### config.mk
export PLATFORM = sky130hd
export DESIGN_NAME = pipelined_rc_adder_flat
export DESIGN_NICKNAME = d
export VERILOG_FILES = /design/src/rtl/pipelined_rc_adder_if.sv /design/src/rtl/pipelined_rc_adder.sv /design/src/flat_wrapper.sv
export SDC_FILE = /design/constraint.sdc
export NUM_CORES = 1
export LEC_CHECK = 0
export ABC_AREA = 1
export CORE_UTILIZATION = 59
export DETAILED_ROUTE_END_ITERATION = 6
export PLACE_DENSITY = 0.93
export SYNTH_ARGS = -nofsm -noshare
export SYNTH_HDL_FRONTEND = slang
export SYNTH_SLANG_ARGS = --single-unit
### constraint.sdc
create_clock -name clk -period 4.5 [get_ports clk]
set_clock_uncertainty 0.15 [all_clocks]
set_input_delay 0.45 -clock clk [delete_from_list [all_inputs] [get_ports clk]]
set_output_delay 0.45 -clock clk [all_outputs]
set_load 0.03 [all_outputs]
### src/rtl/pipelined_rc_adder_if.sv
// ---------------------------------------------------------------------------
// pipelined_rc_adder_if
//
// Purpose: groups the operand-side and result-side valid/ready streams of the
// pipelined ripple-carry adder into one bundle.
//
// Signals:
//   in_valid  - operand beat present (upstream -> adder)
//   in_ready  - adder accepts the operand beat this cycle (adder -> upstream)
//   A, B      - WIDTH-bit operands
//   cin       - carry-in for add, borrow-in for subtract
//   sub       - 0 = add, 1 = subtract
//   out_valid - result beat present (adder -> downstream)
//   out_ready - downstream accepts the result (downstream -> adder)
//   sum       - WIDTH-bit result
//   carry     - carry-out (add) or no-borrow (subtract)
//   overflow  - signed two's-complement overflow
//
// Modports:
//   master - the environment around the adder (drives operands and out_ready)
//   slave  - the adder itself
// ---------------------------------------------------------------------------
interface pipelined_rc_adder_if #(
    parameter int WIDTH = 16
) ();

    logic             in_valid;
    logic             in_ready;
    logic [WIDTH-1:0] A;
    logic [WIDTH-1:0] B;
    logic             cin;
    logic             sub;
    logic             out_valid;
    logic             out_ready;
    logic [WIDTH-1:0] sum;
    logic             carry;
    logic             overflow;

    modport master (
        output in_valid,
        output A,
        output B,
        output cin,
        output sub,
        output out_ready,
        input  in_ready,
        input  out_valid,
        input  sum,
        input  carry,
        input  overflow
    );

    modport slave (
        input  in_valid,
        input  A,
        input  B,
        input  cin,
        input  sub,
        input  out_ready,
        output in_ready,
        output out_valid,
        output sum,
        output carry,
        output overflow
    );

endinterface

### src/rtl/pipelined_rc_adder.sv
// ---------------------------------------------------------------------------
// pipelined_rc_adder
//
// Purpose: WIDTH-bit add/subtract unit whose carry chain is cut into STAGES
// registered ripple slices of SW = WIDTH/STAGES bits. Slice k adds operand
// bits [k*SW +: SW] using the carry registered by slice k-1, so each stage's
// critical path is one SW-bit ripple. An elastic valid/ready pipeline gives
// full backpressure at one beat per cycle and holds exactly STAGES beats.
//
// Parameters:
//   WIDTH  - operand/result width (>= 2)
//   STAGES - number of pipeline slices (>= 1, WIDTH % STAGES == 0)
//
// Ports:
//   clk - single clock, rising edge
//   rst - asynchronous, active-high reset; discards every in-flight beat
//   io  - pipelined_rc_adder_if.slave (operand stream in, result stream out)
//
// Flags:
//   carry    - add: carry-out; sub: no-borrow (A >= B + cin, unsigned)
//   overflow - signed overflow, evaluated on A and the conditioned B'
// ---------------------------------------------------------------------------
module pipelined_rc_adder #(
    parameter int WIDTH  = 16,
    parameter int STAGES = 4
) (
    input  logic                   clk,
    input  logic                   rst,
    pipelined_rc_adder_if.slave    io
);

    localparam int SW   = WIDTH / STAGES;
    localparam int LAST = STAGES - 1;

    // One full-adder cell: returns {carry_out, sum_bit}.
    function automatic logic [1:0] full_add(
        input logic a,
        input logic b,
        input logic c
    );
        logic s_v;
        logic co_v;
        s_v  = a ^ b ^ c;
        co_v = (a & b) | (c & (a ^ b));
        return {co_v, s_v};
    endfunction

    // ------------------------------------------------------------------
    // Pipeline registers. Register k holds the beat after slice k has run:
    // the sum bits completed so far, the carry into slice k+1, and the
    // operands (A and already-conditioned B') whose upper bits are still
    // to be consumed. The operand MSBs travel along for the overflow flag.
    // ------------------------------------------------------------------
    logic [STAGES-1:0] v_q;
    logic [STAGES-1:0] v_d;
    logic [WIDTH-1:0]  a_q     [STAGES];
    logic [WIDTH-1:0]  a_d     [STAGES];
    logic [WIDTH-1:0]  b_q     [STAGES];
    logic [WIDTH-1:0]  b_d     [STAGES];
    logic [WIDTH-1:0]  sum_q   [STAGES];
    logic [WIDTH-1:0]  sum_d   [STAGES];
    logic [STAGES-1:0] carry_q;
    logic [STAGES-1:0] carry_d;
    logic              overflow_q;
    logic              overflow_d;

    // Upstream view of every stage (stage 0 sees the input port).
    logic [STAGES-1:0] src_v_s;
    logic [WIDTH-1:0]  src_a_s   [STAGES];
    logic [WIDTH-1:0]  src_b_s   [STAGES];
    logic [WIDTH-1:0]  src_sum_s [STAGES];
    logic [STAGES-1:0] src_c_s;

    // Result of running each stage's slice on its upstream beat.
    logic [WIDTH-1:0]  slice_sum_s [STAGES];
    logic [STAGES-1:0] slice_c_s;
    logic              slice_ovf_s;

    // Stage k may load this cycle.
    logic [STAGES-1:0] rdy_s;

    // Select each stage's upstream source; stage 0 conditions B and cin for subtract.
    always_comb begin
        src_v_s      = {STAGES{1'b0}};
        src_c_s      = {STAGES{1'b0}};
        src_v_s[0]   = io.in_valid;
        src_a_s[0]   = io.A;
        src_b_s[0]   = io.sub ? ~io.B : io.B;
        src_sum_s[0] = {WIDTH{1'b0}};
        src_c_s[0]   = io.sub ? ~io.cin : io.cin;
        for (int k = 1; k < STAGES; k++) begin
            src_v_s[k]   = v_q[k-1];
            src_a_s[k]   = a_q[k-1];
            src_b_s[k]   = b_q[k-1];
            src_sum_s[k] = sum_q[k-1];
            src_c_s[k]   = carry_q[k-1];
        end
    end

    // Ripple each stage's SW-bit slice and evaluate overflow on the MSB slice.
    always_comb begin
        logic       c_v;
        logic [1:0] fa_v;
        logic [WIDTH-1:0] acc_v;
        c_v       = 1'b0;
        fa_v      = 2'b00;
        acc_v     = {WIDTH{1'b0}};
        slice_c_s = {STAGES{1'b0}};
        for (int k = 0; k < STAGES; k++) begin
            c_v   = src_c_s[k];
            acc_v = src_sum_s[k];
            for (int i = 0; i < SW; i++) begin
                fa_v = full_add(src_a_s[k][k*SW+i], src_b_s[k][k*SW+i], c_v);
                acc_v[k*SW+i] = fa_v[0];
                c_v           = fa_v[1];
            end
            slice_sum_s[k] = acc_v;
            slice_c_s[k]   = c_v;
        end
        // Same-sign operands producing a result of the other sign.
        slice_ovf_s = (src_a_s[LAST][WIDTH-1] == src_b_s[LAST][WIDTH-1]) &&
                      (slice_sum_s[LAST][WIDTH-1] != src_a_s[LAST][WIDTH-1]);
    end

    // Backward ready chain: a stage can load if it is empty or its successor can.
    always_comb begin
        logic r_v;
        r_v   = io.out_ready;
        rdy_s = {STAGES{1'b0}};
        for (int k = LAST; k >= 0; k--) begin
            r_v      = !v_q[k] || r_v;
            rdy_s[k] = r_v;
        end
    end

    // Next-state: valid bits follow upstream on load; data loads only with a real beat.
    always_comb begin
        v_d        = v_q;
        carry_d    = carry_q;
        overflow_d = overflow_q;
        for (int k = 0; k < STAGES; k++) begin
            a_d[k]   = a_q[k];
            b_d[k]   = b_q[k];
            sum_d[k] = sum_q[k];
        end
        for (int k = 0; k < STAGES; k++) begin
            if (rdy_s[k]) begin
                v_d[k] = src_v_s[k];
            end else begin
                v_d[k] = v_q[k];
            end
            // Data only moves with a valid beat, so outputs hold across bubbles.
            if (rdy_s[k] && src_v_s[k]) begin
                a_d[k]     = src_a_s[k];
                b_d[k]     = src_b_s[k];
                sum_d[k]   = slice_sum_s[k];
                carry_d[k] = slice_c_s[k];
            end else begin
                a_d[k]     = a_q[k];
                b_d[k]     = b_q[k];
                sum_d[k]   = sum_q[k];
                carry_d[k] = carry_q[k];
            end
        end
        if (rdy_s[LAST] && src_v_s[LAST]) begin
            overflow_d = slice_ovf_s;
        end else begin
            overflow_d = overflow_q;
        end
    end

    // Pipeline state; reset empties every stage and clears the result.
    always_ff @(posedge clk or posedge rst) begin
        if (rst) begin
            v_q        <= {STAGES{1'b0}};
            carry_q    <= {STAGES{1'b0}};
            overflow_q <= 1'b0;
            for (int k = 0; k < STAGES; k++) begin
                a_q[k]   <= {WIDTH{1'b0}};
                b_q[k]   <= {WIDTH{1'b0}};
                sum_q[k] <= {WIDTH{1'b0}};
            end
        end else begin
            v_q        <= v_d;
            carry_q    <= carry_d;
            overflow_q <= overflow_d;
            for (int k = 0; k < STAGES; k++) begin
                a_q[k]   <= a_d[k];
                b_q[k]   <= b_d[k];
                sum_q[k] <= sum_d[k];
            end
        end
    end

    // in_ready is combinational so a full pipeline still accepts when it drains.
    assign io.in_ready  = rdy_s[0];
    assign io.out_valid = v_q[LAST];
    assign io.sum       = sum_q[LAST];
    assign io.carry     = carry_q[LAST];
    assign io.overflow  = overflow_q;

endmodule

### src/flat_wrapper.sv
// flat-port wrapper written by rule: the top's interface ports become plain ports
module pipelined_rc_adder_flat 
#(
    parameter int WIDTH  = 16,
    parameter int STAGES = 4
)
  (clk, rst, io_in_valid, io_A, io_B, io_cin, io_sub, io_out_ready, io_in_ready, io_out_valid, io_sum, io_carry, io_overflow);
  pipelined_rc_adder_if #(.WIDTH(WIDTH)) io_i ();
  input  logic clk;
  input  logic rst;
  input wire logic [$bits(io_i.in_valid)-1:0] io_in_valid;
  input wire logic [$bits(io_i.A)-1:0] io_A;
  input wire logic [$bits(io_i.B)-1:0] io_B;
  input wire logic [$bits(io_i.cin)-1:0] io_cin;
  input wire logic [$bits(io_i.sub)-1:0] io_sub;
  input wire logic [$bits(io_i.out_ready)-1:0] io_out_ready;
  output wire logic [$bits(io_i.in_ready)-1:0] io_in_ready;
  output wire logic [$bits(io_i.out_valid)-1:0] io_out_valid;
  output wire logic [$bits(io_i.sum)-1:0] io_sum;
  output wire logic [$bits(io_i.carry)-1:0] io_carry;
  output wire logic [$bits(io_i.overflow)-1:0] io_overflow;
  assign io_i.in_valid = io_in_valid;
  assign io_i.A = io_A;
  assign io_i.B = io_B;
  assign io_i.cin = io_cin;
  assign io_i.sub = io_sub;
  assign io_i.out_ready = io_out_ready;
  assign io_in_ready = io_i.in_ready;
  assign io_out_valid = io_i.out_valid;
  assign io_sum = io_i.sum;
  assign io_carry = io_i.carry;
  assign io_overflow = io_i.overflow;
  pipelined_rc_adder #(.WIDTH(WIDTH), .STAGES(STAGES)) u_core (.clk(clk), .rst(rst), .io(io_i));
endmodule
==> impl_metrics.ini, run 1 <==
[run_status]
status = completed

[setup_path]
crit-reg2reg-launch = u_core.v_q[0]
timing.critical_path.arrival_ns = 2.42
timing.setup.critical_path_class = register to output port
worstSetupEndpointType = output port
timing.critical_path.from_type = register
crit_fanout = 24
timing.critical_path.required_ns = 3.90
cp-endpoint = io_in_ready
register_to_register_path_depth = 4
cp-startpoint = u_core.v_q[0]
register_to_register_setup_slack_ns = 1.87
rr_endpoint = u_core.a_q[52]

[clock_network]
cts_max_path_buffers = 2
cts.repair_timing.setup_buffer_count = 0
numCtsBuffers = 9
worst_setup_hold_path_clk_slew_ns = 0.09
cts_tree = built
cts_resized = 0
clock-sinks = 97
cts-root-buf = clkbuf_8
clock_latency_ns = 0.37
cts_htree_levels = 3
holdBufCountCts = 0

[layout]
area_growth_pct = 19.7
layout_commonest_cell = nand2_1
layout.cells.most_common_list = 184 x nand2_1, 97 x dfrtp_1, 63 x nand3_1
antennaDiodeCount = 0
drive_gt1_share_pct = 5.02
nNetsFinal = 568
final_util_pct = 74.4

[routing]
routed-via-count = 3177
wl_mm = 7.95
drcViolationCount = 0
drt.antenna.violating_nets = 0
firstDrtPassIters = 5
drt_iter0_markers = 149
drt-vias-per-instance = 5.17
route.detailed.wl_per_inst_um = 12.9

[global_routing]
grt_pass1_vias = 3197
grt_overflow = 0
grt_antenna_before_repair = 0
largest_net_degree_at_the_start_of_global_routing = 38
groute.usage.overall_pct = 24.3
grt_pass1_wl_mm = 14.1

[pwr]
p_per_area_mw_per_mm2 = 622
vdd.ir_drop.worst_uv = 222
power.clock.fraction_pct = 21.0
power_leakage_nw = 2.65
comb_power_share_pct = 35.6
intPower_w = 0.00202
sw_share_pct = 37.2
power.sequential.fraction_pct = 43.4
switchingPower_w = 0.00120

[floorplan]
core_sq_mm = 0.00694
die_area_sq_mm = 0.00766
top_level_ports = 58
dieWidth_um = 87.5
initial_core_utilization_pct = 62.1
chipHeight_um = 87.5
std_cell_rows = 30

[synth]
post_synthesis_net_count = 521
mappedNetlistArea_sq_mm = 0.00432
post_synth.cell_area_avg_sq_um = 9.26
netlist_top_cells_area = dfrtp_1 56%, nand2_1 16%, fa_1 7.4%
synth_sequential_area_ratio_pct = 56.2
postSynthRegisterBits = 97
synth_warnings = 0
synthDistinctLibCells = 22
synth_largest_area_cell = dfrtp_1
synth.top_cell.area_share_pct = 56.2
syn-instance-count = 466

[place]
globalplace.congestion = 0.754
hpwlAfterDp_mm = 5.60
numPortBuffers = 57

[min_path]
hp-class = input pin to async pin

[timing]
drv_slew = 0
final.min_clock_period_ns = 3.02
post-route-period-util_pct = 67.0
fmax_ghz = 0.332
report.final.hold_viol_count = 0
maxSlewHeadroom_pct = 40.7
timing.setup.tns_ns = 0
finalSetupViolCount = 0
worst_slew_pin_slew_ns = 0.888
rsz_0062_raised_after_global_routing = no

[job]
max_cap_viol_count = 0
[worst min-delay path by stage]
stage | start | endpoint | slack [ns] | cells after the start
2_1_floorplan | u_core.a_q[40] | u_core.a_q[40] | 0.29 | 2
3_3_place_gp | u_core.io.sum[4] | u_core.io.sum[4] | 0.30 | 2
3_5_place_dp | u_core.slice_sum_s[10] | u_core.slice_sum_s[10] | 0.31 | 2
4_1_cts | rst | u_core.b_q[28] | 0.26 | 2
5_1_grt | rst | u_core.b_q[28] | 0.31 | 2
6_report | rst | u_core.b_q[28] | 0.25 | 2
[registers in the layout (all words and copies together) (netlist names)]
signal and cells:
u_core.io.sum 16, u_core.v_q 4, u_core.slice_sum_s 24, u_core.io.overflow 1
u_core.a_q 24, u_core.carry_q 4, u_core.b_q 24
[Yosys cell counts]
master and number:
nand2_1 184, dfrtp_1 97, nand3_1 63, inv_1 31, fa_1 16, xor2_1 15, buf_2 11, clkbuf_1 10
a21oi_1 7, o21ai_0 7, nor2_1 6, o21ai_1 4, buf_4 3, buf_1 2, inv_2 2, xnor2_1 2
ha_1 1, nand3_2 1, nand4_1 1, nor2_2 1, nor2_4 1, o211ai_1 1
[cell families (layout without fill, tap and decap cells)]
| family | after synthesis | count (layout) | share of synthesized area [%] |
|---|---|---|---|
| DFF | 97 | 97 | 56.2 |
| AOI/OAI and AO/OA | 19 | 19 | 2.26 |
| xor gates and xnor gates | 17 | 17 | 3.45 |
| adders and majority gates | 17 | 17 | 7.71 |
| buffers and inverters | 59 | 111 | 5.71 |
| and+or+nand+nor | 257 | 257 | 24.6 |
[per-stage QoR]
step / cells / setup slack, ns / area [sq um] / hold WS, ns / total power (W)
floorplan: 466 / 1.37 / 4320 / 0.292 / 0.00218
global placement: 598 / 1.27 / 4920 / 0.303 / 0.00247
detailed placement: 598 / 1.19 / 4920 / 0.310 / 0.00255
CTS: 614 / 1.49 / 5170 / 0.262 / 0.00324
global route: 614 / 1.32 / 5170 / 0.307 / 0.00347
finish: 614 / 1.48 / 5170 / 0.255 / 0.00322
[worst max-delay path, cell delays in order, from the launching register on]
cell,delay (ns)
dfrtp_1,0.81
nand4_1,0.50
clkdlybuf4s50_1,0.74
[power groups by stage]
stage	registers, W	clock network [W]	logic, W
6_report	0.00140	0.000676	0.00114
5_1_grt	0.00144	0.000718	0.00131
4_1_cts	0.00139	0.000683	0.00116
3_5_place_dp	0.00141	0	0.00114
3_3_place_gp	0.00139	0	0.00108
2_1_floorplan	0.00150	0	0.000687
[per-layer routing]
| layer | part of all wire, % | track usage, % | wire length [um] |
|---|---|---|---|
| met1 | 42 | 29.7 | 3340 |
| met2 | 52 | 42.3 | 4120 |
| met3 | 4.5 | 6.26 | 358 |
| met4 | 1.5 | 8.35 | 121 |
| met5 | 0 | 0 | 0 |
[final cells by class]
class	instances	area, sq um
sequential	97	2430
fill	466	1780
multi-input combinational	310	1640
timing repair buffer	62	608
clock buffer	11	141
inverter	33	125
tap	96	120
clock inverter	5	103
(Power assumes the default switching activity.)
==> inputs of run 2 (changes only) <==
Settings changed: CORE_UTILIZATION 59 to 55, PLACE_DENSITY 0.93 to 0.88.
Clock period 4.5 ns to 2.9 ns, I/O delays scaled along.
==> run 2 against run 1 <==
Via count down 2.7%. Hold slack got worse by 0.048 ns. Cell area is 0.58% higher. Die area grew 7.1%. Wire length decreased by 3.8%. Sequential power rose by 54%. Flip-flop and latch count is the same. Setup slack worse by 1.2 ns. Sequential share of layout area decreased by 0.27 points. Global-route usage decreased by 3.1 points. Critical path type unchanged. Largest cell class unchanged. Largest power group unchanged. Highest routed layer unchanged.
==> impl_metrics.ini, run 2 (synthesized netlist as in run 1, its figures left out) <==
[clock_network]
worst_setup_hold_path_clk_slew_ns = 0.09
cts-root-buf = clkbuf_8
cts_resized = 0
clock_latency_ns = 0.35
cts_tree = built
cts.repair_timing.setup_buffer_count = 0
cts_htree_levels = 3
cts_max_path_buffers = 2
clock-sinks = 97
holdBufCountCts = 0
numCtsBuffers = 9

[place]
pre_cts_ws_ns = -0.0342
placed_cell_area_sq_mm = 0.00499
numPortBuffers = 57
dpl.cell_count = 607
hpwlAfterDp_mm = 5.74
globalplace.congestion = 0.773

[routing]
route.detailed.wl_per_inst_um = 12.3
routed-via-count = 3091
drt_iter0_markers = 165
firstDrtPassIters = 4
drt-vias-per-instance = 4.96
drcViolationCount = 0
drt.antenna.violating_nets = 0
wl_mm = 7.64

[timing]
post-route-period-util_pct = 89.2
drv_slew = 0
fmax_ghz = 0.387
timing.setup.tns_ns = 0
finalSetupViolCount = 0
worst_slew_pin_slew_ns = 0.835
maxSlewHeadroom_pct = 44.2
final_worst_slack_ns = 0.314
report.final.hold_viol_count = 0
rsz_0062_raised_after_global_routing = no
final.min_clock_period_ns = 2.59

[pwr]
power_leakage_nw = 2.67
power.clock.fraction_pct = 18.8
comb_power_share_pct = 37.0
switchingPower_w = 0.00183
vdd.ir_drop.worst_uv = 313
p_per_area_mw_per_mm2 = 939
sw_share_pct = 37.4
intPower_w = 0.00305
power.sequential.fraction_pct = 44.2

[setup_path]
timing.critical_path.from_type = register
crit_fanout = 24
worstSetupEndpointType = output port
timing.critical_path.arrival_ns = 2.15
timing.setup.critical_path_class = register to output port
timing.critical_path.required_ns = 2.46

[layout]
layout_cell_area_excl_fill_sq_mm = 0.00520
area_growth_pct = 20.4
antennaDiodeCount = 0
non_filler_instance_count_after_layout = 623
drive_gt1_share_pct = 6.11
layout.cells.most_common_list = 184 x nand2_1, 97 x dfrtp_1, 63 x nand3_1
fill_cells = 584
ff_latch_area_sq_mm = 0.00243
nNetsFinal = 574
layout_commonest_cell = nand2_1
final_util_pct = 70.1
multi_input_gate_area_in_the_final_layout_sq_mm = 0.00164

[run_status]
status = completed

[min_path]
hp-class = input pin to async pin

[job]
max_cap_viol_count = 0

[floorplan]
dieWidth_um = 90.6
top_level_ports = 58
die_area_sq_mm = 0.00820
chipHeight_um = 90.6
std_cell_rows = 31
core_sq_mm = 0.00741
initial_core_utilization_pct = 58.3

[global_routing]
grt_pass1_wl_mm = 13.9
grt_antenna_before_repair = 0
largest_net_degree_at_the_start_of_global_routing = 42
grt_overflow = 0
groute.usage.overall_pct = 21.2
grt_pass1_vias = 3033
run 2: power groups by stage:
stage          clock network [W]  registers, W  logic [W]
2_1_floorplan                  0       0.00232    0.00107
3_3_place_gp                   0       0.00215    0.00173
3_5_place_dp                   0       0.00218    0.00183
4_1_cts                 0.000934       0.00216    0.00183
5_1_grt                 0.000998       0.00223    0.00207
6_report                0.000918       0.00216    0.00180
run 2: path summary, 6_finish.rpt:
kind / depth (start not counted) / startpoint / to / slack, ns
max in group asynchronous: 3 / rst / u_core.slice_sum_s[35] / 1.64
min in group clk: 2 / u_core.io.sum[1] / u_core.io.sum[1] / 0.33
min reg2reg: 2 / u_core.io.sum[1] / u_core.io.sum[1] / 0.33
max: 2 / u_core.v_q[0] / io_in_ready / 0.31
max reg2reg: 10 / u_core.carry_q[2] / u_core.io.overflow / 0.33
min: 2 / rst / u_core.b_q[47] / 0.21
run 2: layout make-up:
class                           count  area share (%)
Tap cell                           99            2.38
Inverter                           33            2.46
Timing Repair Buffer               68            12.8
Multi-Input combinational cell    310            31.6
Clock inverter                      6            1.59
Sequential cell                    97            46.7
Clock buffer                       10            2.46
run 2: stage by stage:
stage / power [W] / hold slack [ns]
after CTS: 0.00492 / 0.222
after floorplan: 0.00339 / 0.250
after global placement: 0.00388 / 0.303
after global routing: 0.00530 / 0.251
final: 0.00488 / 0.207
after detailed placement: 0.00401 / 0.308
run 2: metal layers:
layer / vias to the layer above / track usage [%] / share of wire (%)
met5: - / 0 / 0
met2: 79 / 35.2 / 50
met4: 0 / 7.12 / 1.3
met3: 10 / 3.37 / 4.1
met1: 1456 / 28.6 / 44
li1: 1546 / - / -
run 2: worst max-delay path: stages (launching register included):
cell,delay [ns]
dfrtp_1,0.80
nand4_1,0.32
clkdlybuf4s50_1,0.68
==> inputs of run 3 (changes only) <==
Settings changed: CORE_UTILIZATION 55 to 39, PLACE_DENSITY 0.88 to 0.68.
==> run 3 against run 2 <==
Combinational power about the same. Largest power group unchanged. Flip-flop and latch count unchanged. Sequential power decreased by 2%. Global-route usage decreased by 6.5 points.
==> impl_metrics.ini, run 3 (synthesized netlist as in run 1, its figures left out) <==
[routing]
routed-via-count = 2964
route.detailed.wl_per_inst_um = 11.4
drcViolationCount = 0
wl_mm = 7.55
drt-vias-per-instance = 4.46
firstDrtPassIters = 4
drt_iter0_markers = 108
drt.antenna.violating_nets = 0

[place]
globalplace.congestion = 0.726
numPortBuffers = 57
hpwlAfterDp_mm = 5.52
placed_cell_area_sq_mm = 0.00504
dpl.cell_count = 649

[layout]
nNetsFinal = 575
antennaDiodeCount = 0
area_growth_pct = 21.5
fill_cells = 1025
drive_gt1_share_pct = 6.29
ff_latch_area_sq_mm = 0.00243
layout.cells.most_common_list = 184 x nand2_1, 97 x dfrtp_1, 63 x nand3_1
layout_cell_area_excl_fill_sq_mm = 0.00524
multi_input_gate_area_in_the_final_layout_sq_mm = 0.00164
non_filler_instance_count_after_layout = 665
final_util_pct = 48.6
layout_commonest_cell = nand2_1

[job]
max_cap_viol_count = 0

[setup_path]
timing.critical_path.buf_inv = 3
critical_path.most_common_cell = fa_1
worstSetupEndpointType = register
timing.critical_path.from_type = input pin
critPathSlowestCell = clkdlybuf4s50_1
crit_chain = clkdlybuf4s50_1 > xor2_1 > fa_1 > inv_1 > fa_1 > fa_1 > inv_1 > fa_1 > nand3_1 > nand2_1
crit_fanout = 3
timing.critical_path.required_ns = 3.00
worst_path_largest_cell_delay_ns = 0.53
timing.critical_path.max_delay_family = adder cells
timing.critical_path.arrival_ns = 2.64
timing.setup.critical_path_class = input pin to register

[clock_network]
cts_tree = built
cts_max_path_buffers = 2
cts.repair_timing.setup_buffer_count = 0
numCtsBuffers = 9
cts_resized = 0
holdBufCountCts = 0
worst_setup_hold_path_clk_slew_ns = 0.09
clock_latency_ns = 0.35
cts-root-buf = clkbuf_8
cts_htree_levels = 3
clock-sinks = 97

[floorplan]
std_cell_rows = 38
initial_core_utilization_pct = 40.0
dieWidth_um = 107
die_area_sq_mm = 0.0115
top_level_ports = 58
core_sq_mm = 0.0108
chipHeight_um = 107

[timing]
timing.setup.tns_ns = 0
fmax_ghz = 0.394
maxSlewHeadroom_pct = 55.7
drv_slew = 0
rsz_0062_raised_after_global_routing = no
report.final.hold_viol_count = 0
finalSetupViolCount = 0
final.min_clock_period_ns = 2.54
post-route-period-util_pct = 87.6
worst_slew_pin_slew_ns = 0.663

[global_routing]
grt_overflow = 0
groute.usage.overall_pct = 14.7
grt_antenna_before_repair = 0
grt_pass1_wl_mm = 13.2
grt_pass1_vias = 2837
largest_net_degree_at_the_start_of_global_routing = 98

[run_status]
status = completed

[pwr]
vdd.ir_drop.worst_uv = 345
power_leakage_nw = 2.66
totalPowerFinal_w = 0.00479
p_per_area_mw_per_mm2 = 914

[min_path]
hp-class = input pin to async pin
## run 3: cell count changes in the layout (fill, tap and decap cells not counted)
cell / change
clkbuf_8: +1
bufinv_16: -1
clkinv_2: -1
clkinvlp_4: +1
buf_4: +1
## run 3: stage by stage
stage,hold WS [ns],setup WS [ns]
3_5_place_dp,0.309,-0.0316
3_3_place_gp,0.304,0.0233
2_1_floorplan,0.250,0.198
6_report,0.251,0.359
4_1_cts,0.287,0.342
5_1_grt,0.324,0.248
## run 3: power breakdown
part,total [W],internal [W],switching (W)
clock network,0.000859,0.000420,0.000440
registers,0.00212,0.00185,0.000274
logic,0.00181,0.000724,0.00108
## run 3: area by class of cell
| cell class | count | area share, % |
|---|---|---|
| Clock buffer | 11 | 2.70 |
| Tap cell | 140 | 3.34 |
| Inverter | 33 | 2.43 |
| Clock inverter | 5 | 1.05 |
| Sequential cell | 97 | 46.3 |
| Timing Repair Buffer | 69 | 12.8 |
| Multi-Input combinational cell | 310 | 31.3 |
## run 3: worst paths after layout
| kind | from | endpoint | slack [ns] | cells after the start |
|---|---|---|---|---|
| setup / recovery | io_sub | u_core.slice_sum_s[35] | 0.36 | 10 |
| hold / removal | rst | u_core.io.sum[0] | 0.25 | 3 |
| setup reg to reg | u_core.carry_q[2] | u_core.io.overflow | 0.37 | 10 |
| hold reg to reg | u_core.io.sum[10] | u_core.io.sum[10] | 0.33 | 2 |
| max in group asynchronous | rst | u_core.io.sum[3] | 1.94 | 3 |
| min in group clk | u_core.io.sum[10] | u_core.io.sum[10] | 0.33 | 2 |
## run 3: routing by layer
| metal | part of all wire, % | vias to the layer above | wire, um | track usage [%] |
|---|---|---|---|---|
| met5 | 0 | - | 0 | 0 |
| met4 | 1.3 | 0 | 97 | 6.75 |
| met3 | 3.8 | 9 | 289 | 2.37 |
| met2 | 45 | 70 | 3430 | 22.8 |
| met1 | 49 | 1330 | 3730 | 20.3 |
| li1 | - | 1555 | - | - |
## run 3: worst min-delay path, delay by kind of cell
| kind | cells | cell delay, ns |
|---|---|---|
| buf+inv | 3 | 0.91 |
